[src/rtl/dcache_mem_bridge.sv]
// Memory-side bridge for the data-cache controller: line-refill read bursts and single-word stores.
// Define DCACHE_BRIDGE_WRITE_BUF_EN to add a one-entry posted write buffer that lets stores complete early.
module dcache_mem_bridge #(
    parameter int ADDR_W     = 32,
    parameter int DATA_W     = 32,
    parameter int LINE_WORDS = 4
) (
    input  logic                         clk,
    input  logic                         rst,
    input  logic                         memory_valid,
    input  logic                         memory_for_store,
    input  logic [ADDR_W-1:0]            mem_addr,
    input  logic [DATA_W-1:0]            mem_wdata,
    input  logic [DATA_W/8-1:0]          mem_wstrb,
    output logic                         memory_ready,
    output logic [LINE_WORDS*DATA_W-1:0] line_data,
    output logic                         rd_req,
    output logic [ADDR_W-1:0]            rd_addr,
    input  logic                         rd_rdy,
    input  logic                         ret_valid,
    input  logic [DATA_W-1:0]            ret_data,
    output logic                         wr_req,
    output logic [ADDR_W-1:0]            wr_addr,
    output logic [DATA_W-1:0]            wr_data,
    output logic [DATA_W/8-1:0]          wr_strb,
    input  logic                         wr_rdy,
    input  logic                         wr_done
);
    localparam int STRB_W = DATA_W / 8;
    localparam int LINE_W = LINE_WORDS * DATA_W;
    localparam int CNT_W  = $clog2(LINE_WORDS);

    typedef enum logic [2:0] {
        IDLE,
        RD_REQ,
        RD_DATA,
        WR_REQ,
        WR_WAIT,
        DONE
    } state_t;

    state_t              state_q, state_d;
    logic [CNT_W-1:0]    beat_q, beat_d;
    logic                memory_ready_q, memory_ready_d;
    logic                rd_req_q, rd_req_d;
    logic [ADDR_W-1:0]   rd_addr_q, rd_addr_d;
    logic [LINE_W-1:0]   line_data_q, line_data_d;
    logic                wr_req_q, wr_req_d;
    logic [ADDR_W-1:0]   wr_addr_q, wr_addr_d;
    logic [DATA_W-1:0]   wr_data_q, wr_data_d;
    logic [STRB_W-1:0]   wr_strb_q, wr_strb_d;
`ifdef DCACHE_BRIDGE_WRITE_BUF_EN
    logic                buf_full_q, buf_full_d;
`endif

    always_comb begin
        state_d     = state_q;
        beat_d      = beat_q;
        rd_addr_d   = rd_addr_q;
        line_data_d = line_data_q;
        wr_req_d    = wr_req_q;
        wr_addr_d   = wr_addr_q;
        wr_data_d   = wr_data_q;
        wr_strb_d   = wr_strb_q;
`ifdef DCACHE_BRIDGE_WRITE_BUF_EN
        buf_full_d  = buf_full_q;
        // Buffer drains independently: request until accepted, then wait for the response.
        if (wr_req_q && wr_rdy) begin
            wr_req_d = 1'b0;
        end
        if (buf_full_q && !wr_req_q && wr_done) begin
            buf_full_d = 1'b0;
        end
`endif

        case (state_q)
            IDLE: begin
                if (memory_valid) begin
                    if (memory_for_store) begin
`ifdef DCACHE_BRIDGE_WRITE_BUF_EN
                        if (!buf_full_q) begin
                            buf_full_d = 1'b1;
                            wr_req_d   = 1'b1;
                            wr_addr_d  = mem_addr;
                            wr_data_d  = mem_wdata;
                            wr_strb_d  = mem_wstrb;
                            state_d    = DONE;
                        end
`else
                        wr_addr_d = mem_addr;
                        wr_data_d = mem_wdata;
                        wr_strb_d = mem_wstrb;
                        state_d   = WR_REQ;
`endif
                    end else begin
`ifdef DCACHE_BRIDGE_WRITE_BUF_EN
                        // Refill must not overtake a buffered store to the same memory.
                        if (!buf_full_q) begin
                            rd_addr_d = mem_addr & ~ADDR_W'(LINE_W / 8 - 1);
                            beat_d    = '0;
                            state_d   = RD_REQ;
                        end
`else
                        rd_addr_d = mem_addr & ~ADDR_W'(LINE_W / 8 - 1);
                        beat_d    = '0;
                        state_d   = RD_REQ;
`endif
                    end
                end
            end
            RD_REQ: begin
                if (rd_rdy) begin
                    state_d = RD_DATA;
                end
            end
            RD_DATA: begin
                if (ret_valid) begin
                    line_data_d[int'(beat_q)*DATA_W +: DATA_W] = ret_data;
                    beat_d = beat_q + CNT_W'(1);
                    if (beat_q == CNT_W'(LINE_WORDS - 1)) begin
                        state_d = DONE;
                    end
                end
            end
            WR_REQ: begin
                if (wr_rdy) begin
                    state_d = WR_WAIT;
                end
            end
            WR_WAIT: begin
                if (wr_done) begin
                    state_d = DONE;
                end
            end
            DONE: begin
                state_d = IDLE;
            end
            default: begin
                state_d = IDLE;
            end
        endcase

        // Request/handshake outputs are registered copies of the next state.
        memory_ready_d = (state_d == DONE);
        rd_req_d       = (state_d == RD_REQ);
`ifndef DCACHE_BRIDGE_WRITE_BUF_EN
        wr_req_d       = (state_d == WR_REQ);
`endif
    end

    always_ff @(posedge clk or posedge rst) begin
        if (rst) begin
            state_q        <= IDLE;
            beat_q         <= '0;
            memory_ready_q <= 1'b0;
            rd_req_q       <= 1'b0;
            rd_addr_q      <= '0;
            line_data_q    <= '0;
            wr_req_q       <= 1'b0;
            wr_addr_q      <= '0;
            wr_data_q      <= '0;
            wr_strb_q      <= '0;
        end else begin
            state_q        <= state_d;
            beat_q         <= beat_d;
            memory_ready_q <= memory_ready_d;
            rd_req_q       <= rd_req_d;
            rd_addr_q      <= rd_addr_d;
            line_data_q    <= line_data_d;
            wr_req_q       <= wr_req_d;
            wr_addr_q      <= wr_addr_d;
            wr_data_q      <= wr_data_d;
            wr_strb_q      <= wr_strb_d;
        end
    end

`ifdef DCACHE_BRIDGE_WRITE_BUF_EN
    always_ff @(posedge clk or posedge rst) begin
        if (rst) begin
            buf_full_q <= 1'b0;
        end else begin
            buf_full_q <= buf_full_d;
        end
    end
`endif

    assign memory_ready = memory_ready_q;
    assign line_data    = line_data_q;
    assign rd_req       = rd_req_q;
    assign rd_addr      = rd_addr_q;
    assign wr_req       = wr_req_q;
    assign wr_addr      = wr_addr_q;
    assign wr_data      = wr_data_q;
    assign wr_strb      = wr_strb_q;

endmodule

[config.mk]
export PLATFORM = sky130hd
export DESIGN_NAME = dcache_mem_bridge
export DESIGN_NICKNAME = d
export VERILOG_FILES = /design/src/rtl/dcache_mem_bridge.sv
export SDC_FILE = /design/constraint.sdc
export NUM_CORES = 1
export LEC_CHECK = 0
export ABC_AREA = 1
export CAP_MARGIN = 30
export CORE_MARGIN = 4
export CORE_UTILIZATION = 41
export DETAILED_ROUTE_END_ITERATION = 6
export PLACE_DENSITY = 0.77
export REMOVE_ABC_BUFFERS = 1
export SYNTH_ARGS = -nofsm -noshare
export SYNTH_HDL_FRONTEND = slang
export SYNTH_SLANG_ARGS = --single-unit
[constraint.sdc]
create_clock -name clk -period 9.46 [get_ports clk]
set_input_delay 2.838 -clock clk [delete_from_list [all_inputs] [get_ports clk]]
set_output_delay 2.838 -clock clk [all_outputs]
set_load 0.005 [all_outputs]
### Word level (Yosys, flattened, before mapping)

Index checks and enable logic that the tools add are counted.

| word-level totals | value |
|---|---|
| logic and storage cells | 45 |
| flip-flop bits (word level) | 232 |
| output and inout bits | 231 |
| bits of input ports | 108 |

| operators by class | value |
|---|---|
| muxes and demuxes | 13 |
| reduce and logical (&&, ||, !) cells | 6 |
| add/sub/neg operators | 2 |
| equality and inequality tests | 11 |
| shift operators | 2 |
| bitwise operators | 1 |

Operators by type and width:

| cell | number |
|---|---|
| 128-bit bitwise mux | 1 |
| 32-bit by 33-bit variable shift with 128-bit output (first input constant) | 1 |
| 32-bit by 33-bit indexed part select with 128-bit output | 1 |
| 7-bit negator with 33-bit output | 1 |
| 3-bit 2-to-1 mux | 6 |
| 3-bit case mux with 5 select lines | 1 |
| 3-bit by 2-bit == test with 1-bit output (second input constant) | 3 |
| 2-bit 2-to-1 mux | 4 |
| 3-bit by 1-bit == test with 1-bit output (second input constant) | 2 |
| 3-bit == test (second input constant) | 2 |
| 2-bit != test (second input constant) | 3 |
| 3-bit AND reduction | 2 |
| 2-bit case mux with 2 select lines | 1 |
| 4-bit AND reduction | 1 |
| 3-bit zero test | 1 |
| 2-bit by 1-bit adder with 2-bit output (second input constant) | 1 |
| 2-bit == test (second input constant) | 1 |
| 2-bit AND reduction | 1 |
| 2-bit nonzero test | 1 |
| 1-bit inverter | 1 |

### Logic depth before layout (Yosys ltp)

Gate-level depths: netlist of run 1.

| depth | value |
|---|---|
| depth after elaboration | 5 |
| gate-level depth with buffers | 9 |
| depth with buffers taken out | 7 |

### Worst setup path before layout of run 1

No wires, ideal clock.

| timing path | value |
|---|---|
| kind | input to register |
| from | input memory_for_store |
| to | register wr_addr_q[0] (netlist: wr_addr[0]) |
| stages on the path | 7 |
| data required time | 9,344 ps |
| path slack | 5,887 ps |
| path buffers | 2 |
| arrival time | 3,456 ps |
| cell sequence | nand2_1 inv_1 nand3_2 buf_4 buf_6 nand2_1 nand2_1 |

| on the way | value |
|---|---|
| cells in the longest elaborated chain, start to end | 1 |

Ends and longest elaborated chain:

| what | RTL line | source |
|---|---|---|
| from (decl) | 11 | `input logic memory_for_store,` |
| 3-bit AND reduction (no source line) | -- |  |
| to (signal assigned) | 171 | `wr_addr_q <= wr_addr_d;` |
| to (decl) | 49 | `logic [ADDR_W-1:0] wr_addr_q, wr_addr_d;` |

Every way passes these cells.
A chain may end at the register's enable or synchronous reset.

### Final worst setup path of run 1

| timing path | value |
|---|---|
| from | input memory_valid |
| to | register wr_data_q[30] (netlist: wr_data[30]) |

| on the way | value |
|---|---|
| cells in the longest elaborated chain, start to end | 1 |

Ends and longest elaborated chain:

| what | RTL line | source |
|---|---|---|
| from (decl) | 10 | `input logic memory_valid,` |
| 3-bit AND reduction (no source line) | -- |  |
| to (signal assigned) | 172 | `wr_data_q <= wr_data_d;` |
| to (decl) | 50 | `logic [DATA_W-1:0] wr_data_q, wr_data_d;` |

Every way passes these cells.

==> flow_summary.yaml, run 1 <==
outcome:
  status: "finished clean"
cts:
  tritoncts: "done"
  hold_buffers: 0
  root_buffer: "clkbuf_16"
  insertion_delay_ns: 0.52
  cts_resized: 0
  cts_sinks: 232
  cts_buffer_depth: 3
  path_clk_slew_ns: 0.06
  h-tree-depth: 1
  postCtsSetupBuffers: 0
  numCtsBuffers: 25
place:
  placed_area_mm2: 0.0131
  place_ws_ns: 4.35
  place_hpwl_mm: 20.1
  portBuffers: 334
  place_congestion: 0.809
worst_setup_path:
  cp.required_ns: 9.85
  cp_max_fo: 98
  worstPathArrival_ns: 5.04
  crit_type: "in2reg"
  start_kind: "input port"
  crit_chain: "clkdlybuf4s50_1 > nand2_1 > inv_1 > nand3_2 > buf_4 > inv_2 > nand2_1 > nand2_1"
  end_kind: "flop"
  cpPeakStageDelay_ns: 0.66
  worst_path_max_delay_cell: "buf_4"
  worst_path_most_repeated_cell: "nand2_1"
sta:
  period_needed_ns: 4.65
  slew_viol_final: 0
  slew_headroom: 0.374
  finClkSkew_ns: 0.0141
  rsz0062_at_grt: "no"
  setup_tns_ns: 0
  fmax_ghz: 0.215
  whs_ns: 0.476
  hold_violations: 0
  worst_slack_ns: 4.81
  setup_viol: 0
  fin_crit_sh: 0.491
  worst_slew_pin_slew_ns: 0.940
floorplan:
  die_y_um: 162
  die_w_um: 162
  rows: 56
  dieArea_mm2: 0.0264
  initial_core_util: 0.416
  pin_count: 339
  core-area_mm2: 0.0235
logic_synthesis:
  synth_top_area_frac: 0.594
  synth_warnings: 0
  syn_avg_cell_area_um2: 9.66
  synthTopCellsByArea: "dfrtp_1 59%, nand2_1 13%, o21ai_2 7.7%"
  synth_area_leader_cell: "dfrtp_1"
  yosysSeqAreaShare: 0.594
  yosysUniqueCellTypes: 27
  yosys_register_bits: 232
  synthCells: 1012
  synth_area_mm2: 0.00977
cells_and_area:
  area_growth_syn_to_layout_pct: 43.1
  final_cell_mix: "344 x nand2_1, 334 x clkdlybuf4s50_1, 232 x dfrtp_1, 105 x nand3_1, 89 x o21ai_0"
  nets: 1429
  final_util: 0.596
  finalInstanceArea_mm2: 0.0140
  layout_commonest_cell: "nand2_1"
  layout-drive-gt1-share: 0.113
global_route:
  grt_max_degree: 124
  grt_usage: 0.218
  grt_pass1_wl_mm: 46.3
  antenna_found_initial: 0
  grt-ovfl-total: 0
  grt_pass1_vias: 8266
drt:
  ant_nets: 0
  firstDrtPassIters: 5
  vias_per_cell: 4.96
  routed_wl_mm: 29.7
  num_vias: 8202
  drc_errors: 0
  drt_iter0_drc: 630
  avgRoutedWirePerCell_um: 18.0
hold_path:
  hold_path_class: "reg2reg"
pwr:
  p_leak_nw: 6.38
  ir_drop_v: 0.000180
  p_per_area_mw_per_mm2: 307
job:
  maxCapViolCount: 0
[synthesized netlist by cell type (all sizes together)]
master and number:
clkbuf 24, dfrtp 232, nand4 2, nor3 2, o22ai 1, nor2 10, or2 1, nand3b 1
clkinv 1, ha 6, nand2 347, inv 45, o21ai 186, buf 46, nand3 107, conb 1
[power by group]
part | internal [W] | switching, W
sequential | 0.00135 | 0.000216
clock | 0.000606 | 0.000392
combinational | 0.000865 | 0.000859
total | 0.00282 | 0.00147
[metrics by stage]
stage | power [W] | cells
after CTS | 0.00434 | 1651
after global placement | 0.00327 | 1607
after detailed placement | 0.00332 | 1607
after global routing | 0.00456 | 1651
final | 0.00429 | 1652
after floorplan | 0.00223 | 945
[critical path, delay by kind of cell]
family        cells  cell delay (ns)
simple gates      4             0.38
buf+inv           4             1.69
[kinds of logic after synthesis]
| logic type | count (synthesis) | share of synthesized area |
|---|---|---|
| buf+inv | 116 | 0.0673 |
| flops | 232 | 0.594 |
| compound gates | 187 | 0.129 |
| simple gates | 470 | 0.202 |
| other cells | 1 | 0.000384 |
| fa+ha+maj | 6 | 0.00768 |
[final cells by class]
type / instances / area (um2)
multi-input combinational: 667 / 3330
inverter: 46 / 185
sequential: 232 / 5810
fill: 1971 / 9490
tap: 319 / 399
clock buffer: 35 / 713
antenna: 1 / 2.50
timing repair buffer: 343 / 3420
clock inverter: 9 / 124
[registers in the layout, indices dropped and copies added, names as in the netlist, 2 cells and up]
| signal | count |
|---|---|
| beat_q | 2 |
| state_q | 3 |
| wr_addr | 32 |
| wr_data | 32 |
| line_data | 128 |
| rd_addr | 28 |
| wr_strb | 4 |
[worst paths after layout]
path	depth (start not counted)	from	slack [ns]	to
setup / recovery	8	memory_valid	4.81	wr_data[30]
hold / removal	2	wr_addr[0]	0.48	wr_addr[0]
hold reg to reg	2	wr_addr[0]	0.48	wr_addr[0]
setup reg to reg	7	beat_q[0]	6.84	line_data[26]
min in group asynchronous	2	rst	2.87	wr_data[11]
max in group asynchronous	3	rst	5.46	wr_addr[25]
[routing by layer]
metal | GRT usage | share of wire | up-vias
li1 | - | - | 3871
met4 | 0.0642 | 0.030 | 0
met3 | 0.0807 | 0.11 | 55
met5 | 0 | 0 | -
met2 | 0.359 | 0.47 | 363
met1 | 0.271 | 0.39 | 3913
Power figures use the tool's default switching activity.
==> run 2: changes to the inputs <==
--- a/config.mk
+++ b/config.mk
@@ -8,9 +8,9 @@
 export ABC_AREA = 1
 export CAP_MARGIN = 30
 export CORE_MARGIN = 4
-export CORE_UTILIZATION = 41
+export CORE_UTILIZATION = 42
 export DETAILED_ROUTE_END_ITERATION = 6
-export PLACE_DENSITY = 0.77
+export PLACE_DENSITY = 0.75
 export REMOVE_ABC_BUFFERS = 1
 export SYNTH_ARGS = -nofsm -noshare
 export SYNTH_HDL_FRONTEND = slang
==> constraint.sdc (replaced) <==
create_clock -name clk -period 4.77 [get_ports clk]
set_input_delay 1.431 -clock clk [delete_from_list [all_inputs] [get_ports clk]]
set_output_delay 1.431 -clock clk [all_outputs]
set_load 0.005 [all_outputs]
==> run 2 against run 1 <==
  * Sequential power is 97% higher
  * Clock power is 120% higher
  * Sequential share of layout area fell by 0.45 points
  * Global-route usage rose by 0.74 points
  * Cell count unchanged
  * Count of clock-buffer cells in the layout increased by 1
  * Highest routed layer unchanged
  * Worst hold slack improved by 0.0016 ns
  * Critical endpoint is now line_data[62]
  * Core utilization is 2.5 points higher
  * Combinational power up 100%
  * Register-to-register slack worse by 4.8 ns
  * Largest cell class unchanged
==> flow_summary.yaml, run 2 (synthesis results as in run 1) <==
sta:
  whs_ns: 0.478
  fin_crit_sh: 0.637
  hold_violations: 0
  setup_viol: 0
  slew_headroom: 0.386
  worst_slack_ns: 1.73
  worst_slew_pin_slew_ns: 0.922
  slew_viol_final: 0
  rsz0062_at_grt: "no"
  finClkSkew_ns: 0.00970
  period_needed_ns: 3.04
  fmax_ghz: 0.329
place:
  place_ws_ns: 1.20
  portBuffers: 334
  place_congestion: 0.812
  place_hpwl_mm: 20.4
  place_inst: 1606
worst_setup_path:
  cp.required_ns: 5.14
  end_kind: "flop"
  cp_max_fo: 64
  worst_path_max_delay_cell: "clkdlybuf4s50_1"
  start_kind: "input port"
  worstPathArrival_ns: 3.41
  cp_top_family: "simple AND/OR/NAND/NOR gates"
  cpPeakStageDelay_ns: 0.55
  crit_type: "in2reg"
  crit_chain: "clkdlybuf4s50_1 > nand3_4 > inv_6 > nand2_4 > nand2_1 > o21ai_2"
  path_buf_inv: 2
cells_and_area:
  area_growth_syn_to_layout_pct: 44.7
  final_cell_mix: "344 x nand2_1, 334 x clkdlybuf4s50_1, 232 x dfrtp_1, 105 x nand3_1, 89 x o21ai_0"
  layout_commonest_cell: "nand2_1"
  largest_register_ffs: 128
  fin_cells: 1652
  layout-drive-gt1-share: 0.117
  nets: 1434
pwr:
  ir_drop_v: 0.000390
  p_leak_nw: 6.46
  power.total_w: 0.00874
  p_per_area_mw_per_mm2: 618
drt:
  drc_errors: 0
  num_vias: 8203
  routed_wl_mm: 30.0
  avgRoutedWirePerCell_um: 18.1
  drt_iter0_drc: 639
  ant_nets: 0
  firstDrtPassIters: 5
  vias_per_cell: 4.97
cts:
  h-tree-depth: 1
  cts_resized: 0
  tritoncts: "done"
  cts_sinks: 232
  root_buffer: "clkbuf_16"
  cts_buffer_depth: 3
  postCtsSetupBuffers: 0
  numCtsBuffers: 25
  hold_buffers: 0
  path_clk_slew_ns: 0.06
  insertion_delay_ns: 0.51
floorplan:
  core-area_mm2: 0.0228
  die_w_um: 161
  dieArea_mm2: 0.0258
  rows: 55
  initial_core_util: 0.429
  pin_count: 339
  die_y_um: 161
job:
  maxCapViolCount: 0
global_route:
  antenna_found_initial: 0
  grt_max_degree: 111
  grt_pass1_vias: 8210
  grt-ovfl-total: 0
  grt_usage: 0.226
  grt_pass1_wl_mm: 46.9
hold_path:
  hold_path_class: "reg2reg"
outcome:
  status: "finished clean"
[run 2: cell count changes in the layout (fill, tap and decap cells not counted)]
cell,before,now
inv_6,2,1
buf_16,0,1
clkinv_4,0,1
buf_6,0,1
clkinv_2,5,2
bufinv_16,3,6
clkbuf_8,5,7
buf_4,8,11
clkbuf_1,5,4
[run 2: worst paths after layout]
kind	from	endpoint	slack, ns	depth (start not counted)
worst min-delay path	wr_data[2]	wr_data[2]	0.48	2
worst min register to register	wr_data[2]	wr_data[2]	0.48	2
worst max-delay path	ret_valid	line_data[62]	1.73	6
max in group asynchronous	rst	wr_data[0]	2.49	3
worst max register to register	beat_q[0]	line_data[104]	2.03	7
min in group asynchronous	rst	wr_addr[8]	1.48	2
[run 2: report_power, final]
part	switching [W]	internal [W]	leakage, nW
combinational	0.00172	0.00175	2.92
sequential	0.000422	0.00268	3.08
clock	0.000780	0.00139	0.460
total	0.00292	0.00582	6.46
[run 2: layout make-up]
| class | count | area (um2) |
|---|---|---|
| clock inverters | 9 | 199 |
| diodes | 1 | 2.50 |
| well taps | 313 | 392 |
| inverters | 46 | 185 |
| clock buffers | 36 | 737 |
| repair buffers | 348 | 3480 |
| flip-flops and latches | 232 | 5810 |
| fillers | 1912 | 8640 |
| multi-input cells | 667 | 3330 |
[run 2: through the flow]
stage | util | instance area (um2) | setup TNS [ns]
after global routing | 0.621 | 14100 | 0
after global placement | 0.578 | 13200 | 0
final | 0.621 | 14100 | 0
after detailed placement | 0.579 | 13200 | 0
after CTS | 0.621 | 14100 | 0
after floorplan | - | 9300 | -701.17
[run 2: routing by layer]
layer | global-route usage | up-vias | part of all wire | wire (um)
li1 | - | 3888 | - | -
met1 | 0.288 | 3947 | 0.41 | 12200
met2 | 0.373 | 320 | 0.48 | 14300
met3 | 0.0719 | 48 | 0.091 | 2730
met4 | 0.0594 | 0 | 0.024 | 722
met5 | 0 | - | 0 | 0
[run 2: worst min-delay path, stage by stage, from the launching register on]
cell,delay (ns)
dfrtp_1,0.34
nand2_1,0.05
nand2_1,0.05
==> run 3: changes to the inputs <==
--- a/config.mk
+++ b/config.mk
@@ -8,9 +8,9 @@
 export ABC_AREA = 1
 export CAP_MARGIN = 30
 export CORE_MARGIN = 4
-export CORE_UTILIZATION = 42
+export CORE_UTILIZATION = 41
 export DETAILED_ROUTE_END_ITERATION = 6
-export PLACE_DENSITY = 0.75
+export PLACE_DENSITY = 0.77
 export REMOVE_ABC_BUFFERS = 1
 export SYNTH_ARGS = -nofsm -noshare
 export SYNTH_HDL_FRONTEND = slang
==> constraint.sdc (replaced) <==
create_clock -name clk -period 2.6 [get_ports clk]
set_input_delay 0.78 -clock clk [delete_from_list [all_inputs] [get_ports clk]]
set_output_delay 0.78 -clock clk [all_outputs]
set_load 0.005 [all_outputs]
==> run 3 against run 2 <==
  * Register-to-register slack worse by 1.5 ns
  * Critical endpoint is now line_data[123]
  * Sequential cell count did not move
  * Worst hold slack about the same
  * Worst setup slack got worse by 1.4 ns
  * Non-clock buffer count grew 11
  * Global-route usage hardly changed
==> flow_summary.yaml, run 3 (synthesis results as in run 1) <==
worst_setup_path:
  path_depth: 1
  crit_chain: "clkdlybuf4s50_1"
  cp.required_ns: 1.82
  start_kind: "flop"
  path_buf_inv: 1
  worstPathArrival_ns: 1.46
  crit_type: "reg2out"
  worst_path_max_delay_cell: "clkdlybuf4s50_1"
  end_kind: "output pin"
  reg2reg_depth: 5
  cp_max_fo: 2
  cp_top_family: "buffers and inverters"
  timing.rr.start: "beat_q[0]"
  cpPeakStageDelay_ns: 0.58
  reg2reg_slack_ns: 0.52
  rr_endpoint: "line_data[94]"
cells_and_area:
  n_fill_cell: 1946
  layout-drive-gt1-share: 0.119
  area_growth_syn_to_layout_pct: 44.7
  final_cell_mix: "344 x nand2_1, 334 x clkdlybuf4s50_1, 232 x dfrtp_1, 105 x nand3_1, 89 x o21ai_0"
  fin_cells: 1661
  nets: 1445
  layout_commonest_cell: "nand2_1"
  diodes: 0
  largest_register_ffs: 128
floorplan:
  die_y_um: 162
  dieArea_mm2: 0.0264
  initial_core_util: 0.416
  core-area_mm2: 0.0235
  rows: 56
  die_w_um: 162
  pin_count: 339
sta:
  period_needed_ns: 2.24
  fin_crit_sh: 0.861
  setup_tns_ns: 0
  worst_slack_ns: 0.362
  worst_slew_pin_slew_ns: 0.680
  fmax_ghz: 0.447
  finClkSkew_ns: 0.0114
  hold_violations: 0
  rsz0062_at_grt: "no"
  slew_viol_final: 0
  slew_headroom: 0.546
  setup_viol: 0
global_route:
  antenna_found_initial: 0
  grt_pass1_vias: 8391
  grt_usage: 0.225
  grt_pass1_wl_mm: 47.5
  grt-ovfl-total: 0
  grt_max_degree: 71
pwr:
  p_leak_nw: 6.46
  p_per_area_mw_per_mm2: 1090
  ir_drop_v: 0.000535
hold_path:
  min_from: "wr_data[31]"
  min_to: "wr_data[31]"
  hold_path_class: "reg2reg"
  hold_depth: 2
cts:
  insertion_delay_ns: 0.51
  cts_sinks: 232
  path_clk_slew_ns: 0.06
  cts_buffer_depth: 3
  tritoncts: "done"
  hold_buffers: 0
  root_buffer: "clkbuf_16"
  postCtsSetupBuffers: 0
  cts_resized: 0
  h-tree-depth: 1
  numCtsBuffers: 25
place:
  place_inst: 1623
  place_hpwl_mm: 21.1
  place_ws_ns: 0.0663
  portBuffers: 334
  place_congestion: 0.827
drt:
  num_vias: 8266
  drc_errors: 0
  vias_per_cell: 4.98
  drt_iter0_drc: 591
  ant_nets: 0
  avgRoutedWirePerCell_um: 18.1
  routed_wl_mm: 30.1
  firstDrtPassIters: 5
outcome:
  status: "finished clean"
job:
  maxCapViolCount: 0
-- run 3: cell count changes in the layout (fill, tap and decap cells not counted), moves of 2 or more --
cell	before	now
clkbuf_8	7	3
buf_12	1	12
buf_4	11	13
bufinv_16	6	1
-- run 3: where the power goes --
group | internal, W | switching, W
sequential | 0.00492 | 0.000786
combinational | 0.00326 | 0.00315
clock | 0.00193 | 0.00137
total | 0.0101 | 0.00531
-- run 3: worst max-delay path by stage --
stage | start | endpoint | slack [ns]
5_1_grt | line_data[37] | line_data[37] | 0.28
4_1_cts | line_data[37] | line_data[37] | 0.31
3_5_place_dp | memory_valid | wr_data[21] | 0.07
6_report | line_data[123] | line_data[123] | 0.36
2_1_floorplan | rst | beat_q[0] | -4.54
3_3_place_gp | memory_valid | wr_data[6] | 0.12
-- run 3: metrics by stage --
stage                     hold slack [ns]  power, W  area [um2]   util
after global routing                0.492    0.0164       14100  0.603
after floorplan                     0.472   0.00810        9300      -
final                               0.478    0.0154       14100  0.603
after detailed placement            0.464    0.0122       13400  0.571
after CTS                           0.480    0.0156       14100  0.603
after global placement              0.463    0.0120       13400  0.571
-- run 3: layout make-up --
| class | instances | area [um2] | area share |
|---|---|---|---|
| clock buffer | 33 | 686 | 0.0485 |
| sequential | 232 | 5810 | 0.411 |
| multi-input combinational | 667 | 3330 | 0.236 |
| timing repair buffer | 359 | 3680 | 0.260 |
| tap | 319 | 399 | 0.0282 |
| inverter | 46 | 185 | 0.0131 |
| clock inverter | 5 | 53.8 | 0.00380 |
-- run 3: routing by layer --
metal	vias up	part of all wire	wire, um	track usage
met2	363	0.48	14400	0.374
met4	0	0.027	805	0.0623
met1	3952	0.38	11500	0.278
met5	-	0	0	0
li1	3898	-	-	-
met3	53	0.11	3360	0.0850
